`src/rtl/clock_div_pkg.sv`:
```
// Shared definitions for the multi-channel integer clock divider:
// per-channel state encoding and the default division-factor width.
package clock_div_pkg;

  localparam int DEFAULT_DIV_WIDTH = 16;

  typedef enum logic {
    ST_IDLE = 1'b0,
    ST_RUN  = 1'b1
  } chan_state_e;

endpackage

```
`src/rtl/clock_div_chan.sv`:
```
// One divider channel: period counter, shadow divider and IDLE/RUN FSM.
// The live div/en inputs are only looked at when a period starts or on sync.
module clock_div_chan
  import clock_div_pkg::*;
#(
  parameter int DIV_WIDTH = DEFAULT_DIV_WIDTH
) (
  input  logic                 clk_in,
  input  logic                 rst,
  input  logic [DIV_WIDTH-1:0] div,
  input  logic                 en,
  input  logic                 sync,
  output logic                 clk_out,
  output logic                 stb,
  output chan_state_e          state
);

  chan_state_e          state_q, state_d;
  logic [DIV_WIDTH-1:0] cnt_q, cnt_d;
  logic [DIV_WIDTH-1:0] n_act_q, n_act_d;
  logic                 clk_out_q, clk_out_d;
  logic                 stb_q, stb_d;

  logic                 start_ok;
  logic                 period_end;
  logic [DIV_WIDTH-1:0] cnt_inc;
  logic [DIV_WIDTH-1:0] n_last;

  always_comb begin
    start_ok   = en && (div != '0);
    cnt_inc    = cnt_q + 1'b1;
    n_last     = n_act_q - 1'b1;
    period_end = (state_q == ST_RUN) && (cnt_q == n_last);

    state_d   = state_q;
    cnt_d     = cnt_q;
    n_act_d   = n_act_q;
    clk_out_d = clk_out_q;
    stb_d     = 1'b0;

    // sync, an idle channel and the last cycle of a period all resolve the same way
    if (sync || (state_q == ST_IDLE) || period_end) begin
      if (start_ok) begin
        state_d   = ST_RUN;
        cnt_d     = '0;
        n_act_d   = div;
        clk_out_d = ((div >> 1) != '0);
        stb_d     = 1'b1;
      end else begin
        state_d   = ST_IDLE;
        cnt_d     = '0;
        n_act_d   = '0;
        clk_out_d = 1'b0;
      end
    end else begin
      cnt_d     = cnt_inc;
      clk_out_d = (cnt_inc < (n_act_q >> 1));
    end
  end

  always_ff @(posedge clk_in) begin
    if (rst) begin
      state_q   <= ST_IDLE;
      cnt_q     <= '0;
      n_act_q   <= '0;
      clk_out_q <= 1'b0;
      stb_q     <= 1'b0;
    end else begin
      state_q   <= state_d;
      cnt_q     <= cnt_d;
      n_act_q   <= n_act_d;
      clk_out_q <= clk_out_d;
      stb_q     <= stb_d;
    end
  end

  assign clk_out = clk_out_q;
  assign stb     = stb_q;
  assign state   = state_q;

endmodule

```
`src/rtl/clock_div_multi.sv`:
```
// NCH independent integer clock dividers sharing reset and a phase-align sync.
// Each channel's FSM state flop drives its active bit directly.
module clock_div_multi
  import clock_div_pkg::*;
#(
  parameter int NCH       = 4,
  parameter int DIV_WIDTH = DEFAULT_DIV_WIDTH
) (
  input  logic                     clk_in,
  input  logic                     rst,
  input  logic [NCH*DIV_WIDTH-1:0] div,
  input  logic [NCH-1:0]           en,
  input  logic                     sync,
  output logic [NCH-1:0]           clk_out,
  output logic [NCH-1:0]           stb,
  output logic [NCH-1:0]           active
);

  for (genvar k = 0; k < NCH; k++) begin : g_chan
    chan_state_e st;

    clock_div_chan #(
      .DIV_WIDTH(DIV_WIDTH)
    ) u_chan (
      .clk_in  (clk_in),
      .rst     (rst),
      .div     (div[k*DIV_WIDTH +: DIV_WIDTH]),
      .en      (en[k]),
      .sync    (sync),
      .clk_out (clk_out[k]),
      .stb     (stb[k]),
      .state   (st)
    );

    assign active[k] = (st == ST_RUN);
  end

endmodule

```
`config.mk`:
```
export PLATFORM = sky130hd
export DESIGN_NAME = clock_div_multi
export DESIGN_NICKNAME = d
export VERILOG_FILES = /design/src/rtl/clock_div_pkg.sv /design/src/rtl/clock_div_chan.sv /design/src/rtl/clock_div_multi.sv
export SDC_FILE = /design/constraint.sdc
export NUM_CORES = 1
export LEC_CHECK = 0
export BUFFER_PORTS_ARGS = -buffer_cell sky130_fd_sc_hd__clkbuf_2
export CAP_MARGIN = 20
export CORE_MARGIN = 10
export CORE_UTILIZATION = 57
export CTS_BUF_LIST = sky130_fd_sc_hd__clkbuf_2 sky130_fd_sc_hd__clkbuf_4 sky130_fd_sc_hd__clkbuf_8
export DETAILED_ROUTE_END_ITERATION = 16
export GPL_TIMING_DRIVEN = 0
export HOLD_SLACK_MARGIN = 0.06
export PLACE_DENSITY_LB_ADDON = 0.12
export SLEW_MARGIN = 20
export SYNTH_ARGS = -nofsm -noshare
export SYNTH_HDL_FRONTEND = slang
export SYNTH_SLANG_ARGS = --single-unit
```
`constraint.sdc`:
```
create_clock -name clk_in -period 2.9 [get_ports clk_in]
set_input_delay 0.58 -clock clk_in [delete_from_list [all_inputs] [get_ports clk_in]]
set_output_delay 0.58 -clock clk_in [all_outputs]
set_load 0.05 [all_outputs]
```
# Yosys cells after proc, flatten, opt, wreduce, memory -nomap -nowiden
# Cells that the tools add are included.
[word_totals]
input_bits = 71
register_bits = 140
output_inout_bits = 12
[classes]
n_mux = 16
order_cmp = 4
addsub = 8
bitwise = 8
eq_ne = 4
n_reduce_logical = 32
[op_table]
columns = ["operator", "count"]
rows = [
  ["16-bit nonzero test", 8],
  ["16-bit by 1-bit adder with 16-bit output (second input constant)", 4],
  ["16-bit == test", 4],
  ["16-bit by 15-bit < comparator with 1-bit output", 4],
  ["16-bit two-way mux", 4],
  ["16-bit by 1-bit subtractor with 16-bit output (second input constant)", 4],
  ["2-bit OR reduction", 8],
  ["1-bit two-way mux", 12],
  ["1-bit logical AND", 8],
  ["1-bit logical OR", 8],
  ["1-bit inverter", 8],
]

# Logic depth before layout (Yosys ltp)
# Gate-level depths: netlist (run 1).
[logic_depth]
word_depth = 6
depth_mapped = 14

# By module
# From an unflattened synthesis (run 1), not the netlist that was laid out.
[hier_totals]
hier_cells = 1039
area_unflattened_um2 = 9171.3
[modules_own_cells]
columns = ["module", "area_per_inst_um2", "seq_area_each_um2", "instances", "cells_each"]
rows = [
  ["clock_div_chan at g_chan[1].u_chan ...", 2220.9, 700.7, 2, 251],
  ["clock_div_chan at g_chan[0].u_chan", 2419.8, 700.7, 1, 292],
  ["clock_div_chan at g_chan[3].u_chan", 2279.7, 700.7, 1, 241],
  ["clock_div_multi", 30.0, 0.0, 1, 4],
]

# Worst setup path before layout (run 1)
# Ideal clock, no wire load.
[synth_timing]
path_type = "reg-to-reg"
startpoint = "reg g_chan[1].u_chan.n_act_q[8]"
endpoint = "reg g_chan[1].u_chan.cnt_q[11]"
path_slack_ns = -0.009
arrival_ns = 2.794
synth_period_minus_slack_ns = 2.909
path_buffers = 2
path_stages_with_launch = 10
t_required_ns = 2.785
cell_sequence = "dfxtp_1 > buf_2 > or4_4 > or3_1 > or4_1 > a2bb2o_1 > a2bb2oi_2 > nand2_1 > buf_2 > and3_1"
[synth_via]
elab_chain_cells = 5
[synth_lines]
columns = ["item", "line_no", "text"]
rows = [
  ["start: declaration", "clock_div_chan.sv:20", "logic [DIV_WIDTH-1:0] n_act_q, n_act_d;"],
  ["start signal: assignment", "clock_div_chan.sv:71", "n_act_q <= n_act_d;"],
  ["16-bit by 1-bit subtractor with 16-bit output", "clock_div_chan.sv:32", "n_last = n_act_q - 1'b1;"],
  ["16-bit == test", "clock_div_chan.sv:33", "period_end = (state_q == ST_RUN) && (cnt_q == n_last);"],
  ["1-bit logical AND", "clock_div_chan.sv:33", ""],
  ["1-bit logical OR", "clock_div_chan.sv:42", "if (sync || (state_q == ST_IDLE) || period_end) begin"],
  ["2-bit OR reduction (no source line)", "--", ""],
  ["end signal: assignment", "clock_div_chan.sv:70", "cnt_q <= cnt_d;"],
  ["end: declaration", "clock_div_chan.sv:19", "logic [DIV_WIDTH-1:0] cnt_q, cnt_d;"],
]
# Every way passes these cells.
# A chain may end at the register's enable or synchronous reset.

# Worst setup path in the final report (run 1)
[layout_timing]
startpoint = "reg g_chan[0].u_chan.n_act_q[3]"
endpoint = "reg g_chan[0].u_chan.n_act_q[13]"
[layout_via]
elab_chain_cells = 4
[layout_lines]
columns = ["item", "line_no"]
rows = [
  ["start: declaration", "clock_div_chan.sv:20"],
  ["start signal: assignment", "clock_div_chan.sv:71"],
  ["16-bit by 1-bit subtractor with 16-bit output", "clock_div_chan.sv:32"],
  ["16-bit == test", "clock_div_chan.sv:33"],
  ["1-bit logical AND", "clock_div_chan.sv:33"],
  ["1-bit logical OR", "clock_div_chan.sv:42"],
]
# Every way passes these cells.

==> results of run 1 <==
-- repair_timing --
action	CTS	global route
pin swaps	25	23
resized for setup	88	116
setup endpoints to repair	133	130
endpoints found under the hold margin	0	0
setup buffers	10	23
cloned	2	4
-- cell families (layout without fill, tap and decap cells) --
kind of cell | Yosys count | count (layout) | share of synthesized area
multiplexers | 21 | 21 | 0.0220
buffers and inverters | 160 | 294 | 0.0712
XOR/XNOR | 129 | 129 | 0.119
flip-flops | 140 | 140 | 0.292
AO/OA/AOI/OAI | 223 | 223 | 0.171
adder cells (fa/ha/maj) | 64 | 64 | 0.0833
AND/OR/NAND/NOR | 421 | 421 | 0.242
-- state kept, by name, indices dropped and copies added (netlist names) --
register,flops
g_chan.u_chan.cnt_q,64
g_chan.u_chan.n_act_q,64
g_chan.u_chan.clk_out,4
g_chan.u_chan.state,4
g_chan.u_chan.stb,4
-- path summary, 6_finish.rpt --
check	to	slack, ns
worst max-delay path	g_chan[0].u_chan.n_act_q[13]	-0.08
worst min-delay path	g_chan[1].u_chan.n_act_q[3]	0.34
worst min register to register	g_chan[2].u_chan.cnt_q[0]	0.48
worst max register to register	g_chan[0].u_chan.n_act_q[13]	-0.08
-- metal layers --
metal | part of all wire | vias up | wire, microns | track usage
met4 | 0.024 | 0 | 656 | 0.0816
met1 | 0.43 | 4434 | 12000 | 0.292
li1 | - | 4448 | - | -
met3 | 0.049 | 60 | 1350 | 0.0444
met2 | 0.49 | 266 | 13700 | 0.397
met5 | 0 | - | 0 | 0
-- layout by cell type (no fill, tap or decap), types with 9 or more instances in the layout --
| cell | instances |
|---|---|
| dfxtp_2 | 25 |
| ha_1 | 58 |
| xor2_1 | 41 |
| a41o_1 | 15 |
| xnor2_1 | 85 |
| dfxtp_4 | 9 |
| a21o_1 | 10 |
| nor3b_1 | 15 |
| inv_1 | 74 |
| and2_1 | 19 |
| clkbuf_8 | 17 |
| mux2i_1 | 17 |
| a21oi_2 | 9 |
| clkbuf_1 | 37 |
| dfxtp_1 | 106 |
| a31o_2 | 11 |
| and3_1 | 43 |
| nand2_1 | 85 |
| buf_4 | 43 |
| nor3_1 | 30 |
| a22o_1 | 14 |
| a21oi_1 | 33 |
| nor2_1 | 32 |
| o21ai_0 | 25 |
| nor2b_1 | 11 |
| nor4_1 | 21 |
| nand3_1 | 39 |
| clkbuf_2 | 86 |
| nand4_1 | 35 |
-- area by class of cell --
class	count	area, sq um	area share
multi-input combinational	858	6710	0.572
clock inverter	10	120	0.0102
buffer	66	407	0.0347
inverter	76	289	0.0247
clock buffer	21	264	0.0225
timing repair buffer	121	797	0.0680
sequential	140	2870	0.245
tap	220	275	0.0235
-- report_power, final --
group / total [W] / internal (W) / leakage (nW) / switching, W
logic: 0.00151 / 0.000702 / 3.62 / 0.000804
registers: 0.00211 / 0.00200 / 1.16 / 0.000109
clock network: 0.00160 / 0.000796 / 0.182 / 0.000802
total: 0.00521 / 0.00350 / 4.96 / 0.00171
-- worst reg2reg max path: stages (launching register included) --
cell and delay [ns]:
dfxtp_4 0.36, or4_4 0.55, or3_4 0.43, nor4_4 0.29, o2111ai_2 0.17, or4_4 0.60
buf_12 0.17, buf_12 0.13, a21oi_4 0.12, a31o_2 0.12
-- metrics by stage --
stage                     hold WS, ns  worst slack, ns  utilization  area [sq um]
after floorplan                 0.464          0.00216            -          9610
after global placement          0.492           -0.633        0.623         10300
after detailed placement        0.499           -0.716        0.623         10300
after CTS                       0.315           -0.131        0.672         11100
after global routing            0.325           -0.124        0.710         11700
final                           0.336          -0.0836        0.710         11700
==> results.cfg, run 1 <==
[timing]
hold_violations = 0
fin_setup_tns_ns = -0.605
layout_min_cycle_time_ns = 2.98
max_freq_mhz = 335
min_period_over_period = 1.03
rsz0062_at_grt = true
fin_skew_ns = 0.0124
maxSlewViolCount = 0
worst_slack_ns = -0.0836
worst_slew_pin_slew_ns = 0.893
max_slew_margin = 0.405
setup_viol = 15

[logic_synthesis]
synth_top_cell_by_area = dfxtp_1
seq_area_frac_synth = 0.292
yosys.area.top_type_share = 0.292
netlist_area_sq_um = 9610
syn-mean-instance-area_sq_um = 8.30
synth_common_cells = dfxtp_1 (140), nand2_1 (89), xnor2_1 (86)
synth_cell_types = 74
syn_inst = 1158
postSynthNetCount = 1293
yosysMostFrequentCell = dfxtp_1
synth_enable_flop_cells = 0
yosysWarnings = 0
async_flop_share = 0
ys_top_cells_by_area = dfxtp_1 (29%), ha_1 (8.3%), xnor2_1 (7.8%)
synth_ff_type = dfxtp_1
ys_ff_latch = 140

[clock_network]
clk_pin_slew_ns = 0.09
postCtsHoldBufs = 0
clk_path_buf_depth = 2
clockRootBuffer = clkbuf_8
clk_latency_ns = 0.47
cts.sinks = 140
cts_tree = built
cts-buffers-inserted = 17
h-tree-depth = 4

[setup_path]
path_cells = or4_4, or3_4, nor4_4, o2111ai_2, or4_4, buf_12, buf_12, a21oi_4, a31o_2
r2r_start = g_chan[0].u_chan.n_act_q[3]
crit_family = simple AND/OR/NAND/NOR gates
reg2reg_depth = 9
cp.arrival_ns = 3.40
slowest_stage = or4_4
start_kind = flop
worst-path-buf-inv = 2
crit_cells = 9
required_ns = 3.31
crit_start = g_chan[0].u_chan.n_act_q[3]
end_kind = flop
path_class = flop to flop
critPathMaxFanout = 5
critPathMaxStageDelay_ns = 0.60

[routing]
drt.antenna.violating_nets = 0
wl_microns = 27600
dr.pass1.iters = 5
vias = 9208
drc = 0
drtIter0Drc = 680
wl_per_cell_microns = 18.3
avgViaCountPerCell = 6.09

[power]
power_density_nw_per_um2 = 444
ir_worst_vdd_uv = 312
p_leak_nw = 4.96
post-layout-total-power_w = 0.00521

[hold_path]
hp-class = input port to flop
worstHoldStart = div[19]
hold_path_depth = 3

[placement]
dp.final_hpwl_microns = 19800
dp_cells = 1460
place_congestion = 0.896
portBuffers = 82

[floorplanning]
die-area_sq_um = 22400
ios = 83
die-height_microns = 150
die_w_microns = 150
start_util = 0.581
row_count = 47
core-area_sq_um = 16500

[layout]
diodes = 0
area_delta_synth_final_pct = 22.0
drive_gt1_frac = 0.255
n_fill_cell = 1339
instances_no_fill = 1512
layout.nets = 1415

[global_route]
first_global_vias = 8742
grt_start_max_net_pins = 17
antenna_found_initial = 0
grt_overflow_total = 0
grt_pass1_wl_microns = 43200
grt_usage = 0.235

[outcome]
status = finished with violations
violations = setup timing

[job]
drv_cap = 0
Power figures use the tool's default switching activity.
==> run 2: changes to the inputs <==
--- a/config.mk
+++ b/config.mk
@@ -7,6 +7,7 @@
 export LEC_CHECK = 0
 export BUFFER_PORTS_ARGS = -buffer_cell sky130_fd_sc_hd__clkbuf_2
 export CAP_MARGIN = 20
+export CORE_ASPECT_RATIO = 0.6
 export CORE_MARGIN = 10
 export CORE_UTILIZATION = 57
 export CTS_BUF_LIST = sky130_fd_sc_hd__clkbuf_2 sky130_fd_sc_hd__clkbuf_4 sky130_fd_sc_hd__clkbuf_8
@@ -18,3 +19,4 @@
 export SYNTH_ARGS = -nofsm -noshare
 export SYNTH_HDL_FRONTEND = slang
 export SYNTH_SLANG_ARGS = --single-unit
+export TNS_END_PERCENT = 10
==> run 2 against run 1 <==
The run still ends with setup timing left; clock skew up 0.00084 ns; worst hold slack got worse by 0.019 ns; sequential cell count unchanged; global-route usage increased by 0.35 points; wire length is 4.6% higher; design area shrank 1.6%; maximum frequency is 1.3% lower; cell count shrank 0.33%; critical path depth is 1 lower; largest cell class unchanged; die area grew 0.76%; via count up 0.14%; first-iteration DRC count grew 27%.
==> results.cfg, run 2 (synthesis results as in run 1) <==
[routing]
wl_per_cell_microns = 19.2
wl_microns = 28900
drtIter0Drc = 863
drt.antenna.violating_nets = 0
drc = 0
avgViaCountPerCell = 6.12
dr.pass1.iters = 5
vias = 9221

[global_route]
first_global_vias = 8321
grt_start_max_net_pins = 17
grt_overflow_total = 0
grt_usage = 0.238
grt_pass1_wl_microns = 44400
antenna_found_initial = 0

[floorplanning]
die_w_microns = 188
die-area_sq_um = 22600
ios = 83
die-height_microns = 121
core-area_sq_um = 16400
row_count = 36
start_util = 0.586

[layout]
instances_no_fill = 1507
reg_top3 = g_chan.u_chan.cnt_q: 64 flops, g_chan.u_chan.n_act_q: 64 flops
final_core_util = 0.703
diodes = 0
layout_common_cells = dfxtp_1 (106), nand2_1 (86), clkbuf_2 (85), xnor2_1 (84), inv_1 (75)
drive_gt1_frac = 0.232
layout.nets = 1401
area_delta_synth_final_pct = 20.0
final_common_cell = dfxtp_1

[timing]
max_freq_mhz = 331
rsz0062_at_grt = true
maxSlewViolCount = 0
hold_violations = 0
setup_viol = 18
fin_skew_ns = 0.0132
min_period_over_period = 1.04
worst_slew_pin_slew_ns = 0.901
max_slew_margin = 0.399
worst_slack_ns = -0.122
layout_min_cycle_time_ns = 3.02

[setup_path]
required_ns = 3.32
critPathMaxFanout = 5
reg2reg_depth = 8
path_class = flop to flop
start_kind = flop
end_kind = flop
cp.arrival_ns = 3.44

[clock_network]
clk_pin_slew_ns = 0.09
clk_latency_ns = 0.48
h-tree-depth = 4
cts_tree = built
cts-buffers-inserted = 17
clockRootBuffer = clkbuf_8
cts.sinks = 140
postCtsHoldBufs = 0
clk_path_buf_depth = 2

[placement]
dp_cells = 1468
dp.final_hpwl_microns = 20900
portBuffers = 82
place_congestion = 0.931
dpl_worst_slack_ns = -0.643

[power]
post-layout-total-power_w = 0.00517
ir_worst_vdd_uv = 265
p_leak_nw = 4.84
power_density_nw_per_um2 = 448

[outcome]
status = finished with violations
violations = setup timing

[hold_path]
hp-class = input port to flop
hold_path_depth = 2

[job]
drv_cap = 0
[run 2: cell types whose count changed in the layout (fill, tap and decap cells not counted), sizes merged]
cell,change
buf,-15
clkbuf,-1
bufbuf,+1
inv,+5
clkinvlp,-3
[run 2: repair_timing]
item	CTS	global route
pin swaps	19	22
setup buffers	10	11
gates resized for setup	89	94
endpoints found under the setup margin	136	131
gates cloned	1	1
[run 2: worst max-delay path, stage by stage, from the launching register on]
cell       delay [ns]
dfxtp_4          0.38
or4_4            0.53
or3_4            0.45
nor4_4           0.28
o2111ai_2        0.15
or4_4            0.59
bufbuf_16        0.30
a21oi_2          0.16
a31o_4           0.11
[run 2: area by class of cell]
type	instances	area, sq um
Multi-Input combinational cell	858	6670
Fill cell	1330	4860
Sequential cell	140	2870
Timing Repair Buffer	105	637
Buffer	68	399
Inverter	76	285
Tap cell	228	285
Clock buffer	20	256
Clock inverter	12	136
[run 2: metal layers]
layer,global-route usage,share of wire,vias to the layer above
met1,0.346,0.48,4408
met4,0.0612,0.013,0
met3,0.0494,0.078,29
met5,0,0,-
met2,0.349,0.43,363
li1,-,-,4421
[run 2: through the flow]
| step | area (sq um) | hold WS, ns | TNS (ns) |
|---|---|---|---|
| 4_1_cts | 11100 | 0.300 | -0.991 |
| 3_3_place_gp | 10300 | 0.506 | -44.18 |
| 2_1_floorplan | 9610 | 0.464 | 0 |
| 5_1_grt | 11500 | 0.316 | -6.19 |
| 3_5_place_dp | 10300 | 0.506 | -50.01 |
| 6_report | 11500 | 0.317 | -1.45 |
[run 2: worst paths after layout]
kind                                                   from  slack, ns                           to
worst max-delay path            g_chan[0].u_chan.n_act_q[4]      -0.12  g_chan[0].u_chan.n_act_q[5]
worst min-delay path                                div[40]       0.32  g_chan[2].u_chan.n_act_q[8]
worst max register to register  g_chan[0].u_chan.n_act_q[4]      -0.12  g_chan[0].u_chan.n_act_q[5]
worst min register to register    g_chan[2].u_chan.cnt_q[0]       0.48    g_chan[2].u_chan.cnt_q[0]
[run 2: power by group]
group / switching, W / leakage [nW] / total, W / internal, W
registers: 0.000106 / 1.16 / 0.00210 / 0.00200
clock network: 0.000841 / 0.195 / 0.00164 / 0.000800
logic: 0.000796 / 3.49 / 0.00143 / 0.000632
total: 0.00174 / 4.84 / 0.00517 / 0.00343
==> run 3: changes to the inputs <==
==> constraint.sdc (replaced) <==
create_clock -name clk_in -period 2.68 [get_ports clk_in]
set_input_delay 0.536 -clock clk_in [delete_from_list [all_inputs] [get_ports clk_in]]
set_output_delay 0.536 -clock clk_in [all_outputs]
set_load 0.05 [all_outputs]
==> run 3 against run 2 <==
Via count up 0.33%; critical path depth unchanged; clock power up 16%; register-to-register slack worse by 0.16 ns; cell count up 0.27%; the run still ends with setup timing left; die area unchanged; combinational power up 17%; sequential share of layout area down 0.76 points; design area up 3.5%; non-clock buffer count up 4; setup slack worse by 0.16 ns.
==> results.cfg, run 3 (synthesis results as in run 1) <==
[timing]
rsz0062_at_grt = true
hold_ws_ns = 0.286
hold_violations = 0
fin_skew_ns = 0.0166
maxSlewViolCount = 0
fin_setup_tns_ns = -12.20
worst_slew_pin_slew_ns = 1.19
worst_slack_ns = -0.285
max_freq_mhz = 337
min_period_over_period = 1.11
setup_viol = 100
max_slew_margin = 0.205
layout_min_cycle_time_ns = 2.97

[clock_network]
cts-buffers-inserted = 17
h-tree-depth = 4
cts.sinks = 140
clk_path_buf_depth = 2
clk_pin_slew_ns = 0.10
clockRootBuffer = clkbuf_8
cts_tree = built
clk_latency_ns = 0.48

[setup_path]
slowest_stage = or4_4
critPathCapture = g_chan[0].u_chan.n_act_q[2]
path_cells = or4_4, or3_4, nor4_4, o2111ai_2, or4_4, buf_4, a21oi_4, a31o_4
critPathMaxFanout = 5
r2r-end = g_chan[0].u_chan.n_act_q[2]
worst_path_most_repeated_cell = or4_4
r2r_start = g_chan[0].u_chan.n_act_q[4]
crit_family = simple AND/OR/NAND/NOR gates
reg2reg_depth = 8
start_kind = flop
end_kind = flop
required_ns = 3.10
path_class = flop to flop
crit_start = g_chan[0].u_chan.n_act_q[4]
rrSetupSlack_ns = -0.29
worst-path-buf-inv = 1
cp.arrival_ns = 3.39
crit_cells = 8
critPathMaxStageDelay_ns = 0.66

[placement]
portBuffers = 82
dpl_worst_slack_ns = -0.869
place_congestion = 0.905
dp.final_hpwl_microns = 20800

[layout]
seq_area_sq_um = 2870
reg_top3 = g_chan.u_chan.cnt_q: 64 flops, g_chan.u_chan.n_act_q: 64 flops
final_common_cell = dfxtp_1
layout_common_cells = dfxtp_1 (105), nand2_1 (87), clkbuf_2 (85), xnor2_1 (84), inv_1 (76)
n_fill_cell = 1256
area_delta_synth_final_pct = 24.2
diodes = 0
layout.nets = 1405
multi_input_area_sq_um = 6910
drive_gt1_frac = 0.264

[routing]
dr.pass1.iters = 5
wl_per_cell_microns = 19.2
vias = 9251
drt.antenna.violating_nets = 0
wl_microns = 28900
avgViaCountPerCell = 6.12
drc = 0
drtIter0Drc = 953

[power]
comb_power_share = 0.287
power_density_nw_per_um2 = 491
p_sw_frac = 0.338
ir_worst_vdd_uv = 377
p_clk_frac = 0.324
p_seq_frac = 0.389
p_leak_nw = 4.93
power.net_switching_w = 0.00198
p_int_w = 0.00388

[job]
drv_cap = 0

[hold_path]
hp-class = input port to flop

[global_route]
first_global_vias = 8778
antenna_found_initial = 0
grt_start_max_net_pins = 17
grt_pass1_wl_microns = 45800
grt_usage = 0.243
grt_overflow_total = 0

[floorplanning]
start_util = 0.586
die-area_sq_um = 22600
row_count = 36
ios = 83
die_w_microns = 188
die-height_microns = 121
core-area_sq_um = 16400

[outcome]
status = finished with violations
violations = setup timing
run 3: changes by cell type in the layout (fill, tap and decap cells not counted), moves of 3 or more:
cell / before / now
and3_1: 47 / 23
and3_4: 1 / 25
a31o_2: 10 / 4
a31o_4: 4 / 10
clkinv_4: 1 / 7
a21oi_1: 35 / 30
a21oi_4: 4 / 9
o31ai_2: 0 / 4
dfxtp_4: 8 / 11
o31ai_4: 4 / 1
run 3: power by group through the flow:
| stage | combinational [W] | sequential [W] | clock, W |
|---|---|---|---|
| 2_1_floorplan | 0.00105 | 0.00228 | 0 |
| 3_3_place_gp | 0.00134 | 0.00231 | 0 |
| 3_5_place_dp | 0.00137 | 0.00231 | 0 |
| 4_1_cts | 0.00148 | 0.00228 | 0.00190 |
| 5_1_grt | 0.00180 | 0.00229 | 0.00201 |
| 6_report | 0.00168 | 0.00228 | 0.00190 |
run 3: worst min path at each step:
| stage | start | endpoint | slack, ns | cells past startpoint |
|---|---|---|---|---|
| floorplan | g_chan[1].u_chan.n_act_q[15] | g_chan[1].u_chan.n_act_q[15] | 0.46 | 2 |
| global placement | g_chan[1].u_chan.n_act_q[15] | g_chan[1].u_chan.n_act_q[15] | 0.50 | 2 |
| detailed placement | g_chan[1].u_chan.n_act_q[15] | g_chan[1].u_chan.n_act_q[15] | 0.50 | 2 |
| CTS | div[17] | g_chan[1].u_chan.n_act_q[1] | 0.27 | 3 |
| global route | div[17] | g_chan[1].u_chan.n_act_q[1] | 0.28 | 3 |
| finish | div[17] | g_chan[1].u_chan.n_act_q[1] | 0.29 | 3 |
run 3: cell type report:
| cell class | instances | share of cell area |
|---|---|---|
| Buffer | 67 | 0.0355 |
| Tap cell | 228 | 0.0239 |
| Inverter | 76 | 0.0239 |
| Timing Repair Buffer | 110 | 0.0610 |
| Multi-Input combinational cell | 858 | 0.579 |
| Sequential cell | 140 | 0.241 |
| Clock inverter | 14 | 0.0157 |
| Clock buffer | 18 | 0.0202 |
run 3: metrics by stage:
stage / cell area [sq um] / std cells / total power (W) / util
finish: 11900 / 1511 / 0.00586 / 0.728
global route: 11900 / 1511 / 0.00610 / 0.728
CTS: 11400 / 1504 / 0.00566 / 0.696
detailed placement: 10500 / 1468 / 0.00368 / 0.638
global placement: 10500 / 1468 / 0.00366 / 0.638
floorplan: 9770 / 1158 / 0.00333 / -
run 3: worst reg2reg max path: stages, from the launching register on:
cell       delay [ns]
dfxtp_4          0.38
or4_4            0.52
or3_4            0.40
nor4_4           0.28
o2111ai_2        0.21
or4_4            0.66
buf_4            0.21
a21oi_4          0.16
a31o_4           0.10
run 3: routing by layer:
metal	wire length (microns)	up-vias	track usage	part of all wire
li1	-	4438	-	-
met1	13800	4406	0.345	0.48
met2	12400	372	0.368	0.43
met3	2320	35	0.0583	0.080
met4	358	0	0.0502	0.012
met5	0	-	0	0
run 3: timing repair:
item,in CTS,in global routing
gates resized for setup,105,100
cloned,3,3
buffers inserted,11,11
setup endpoints to repair,140,136
pin swaps,21,23
hold buffers,0,0
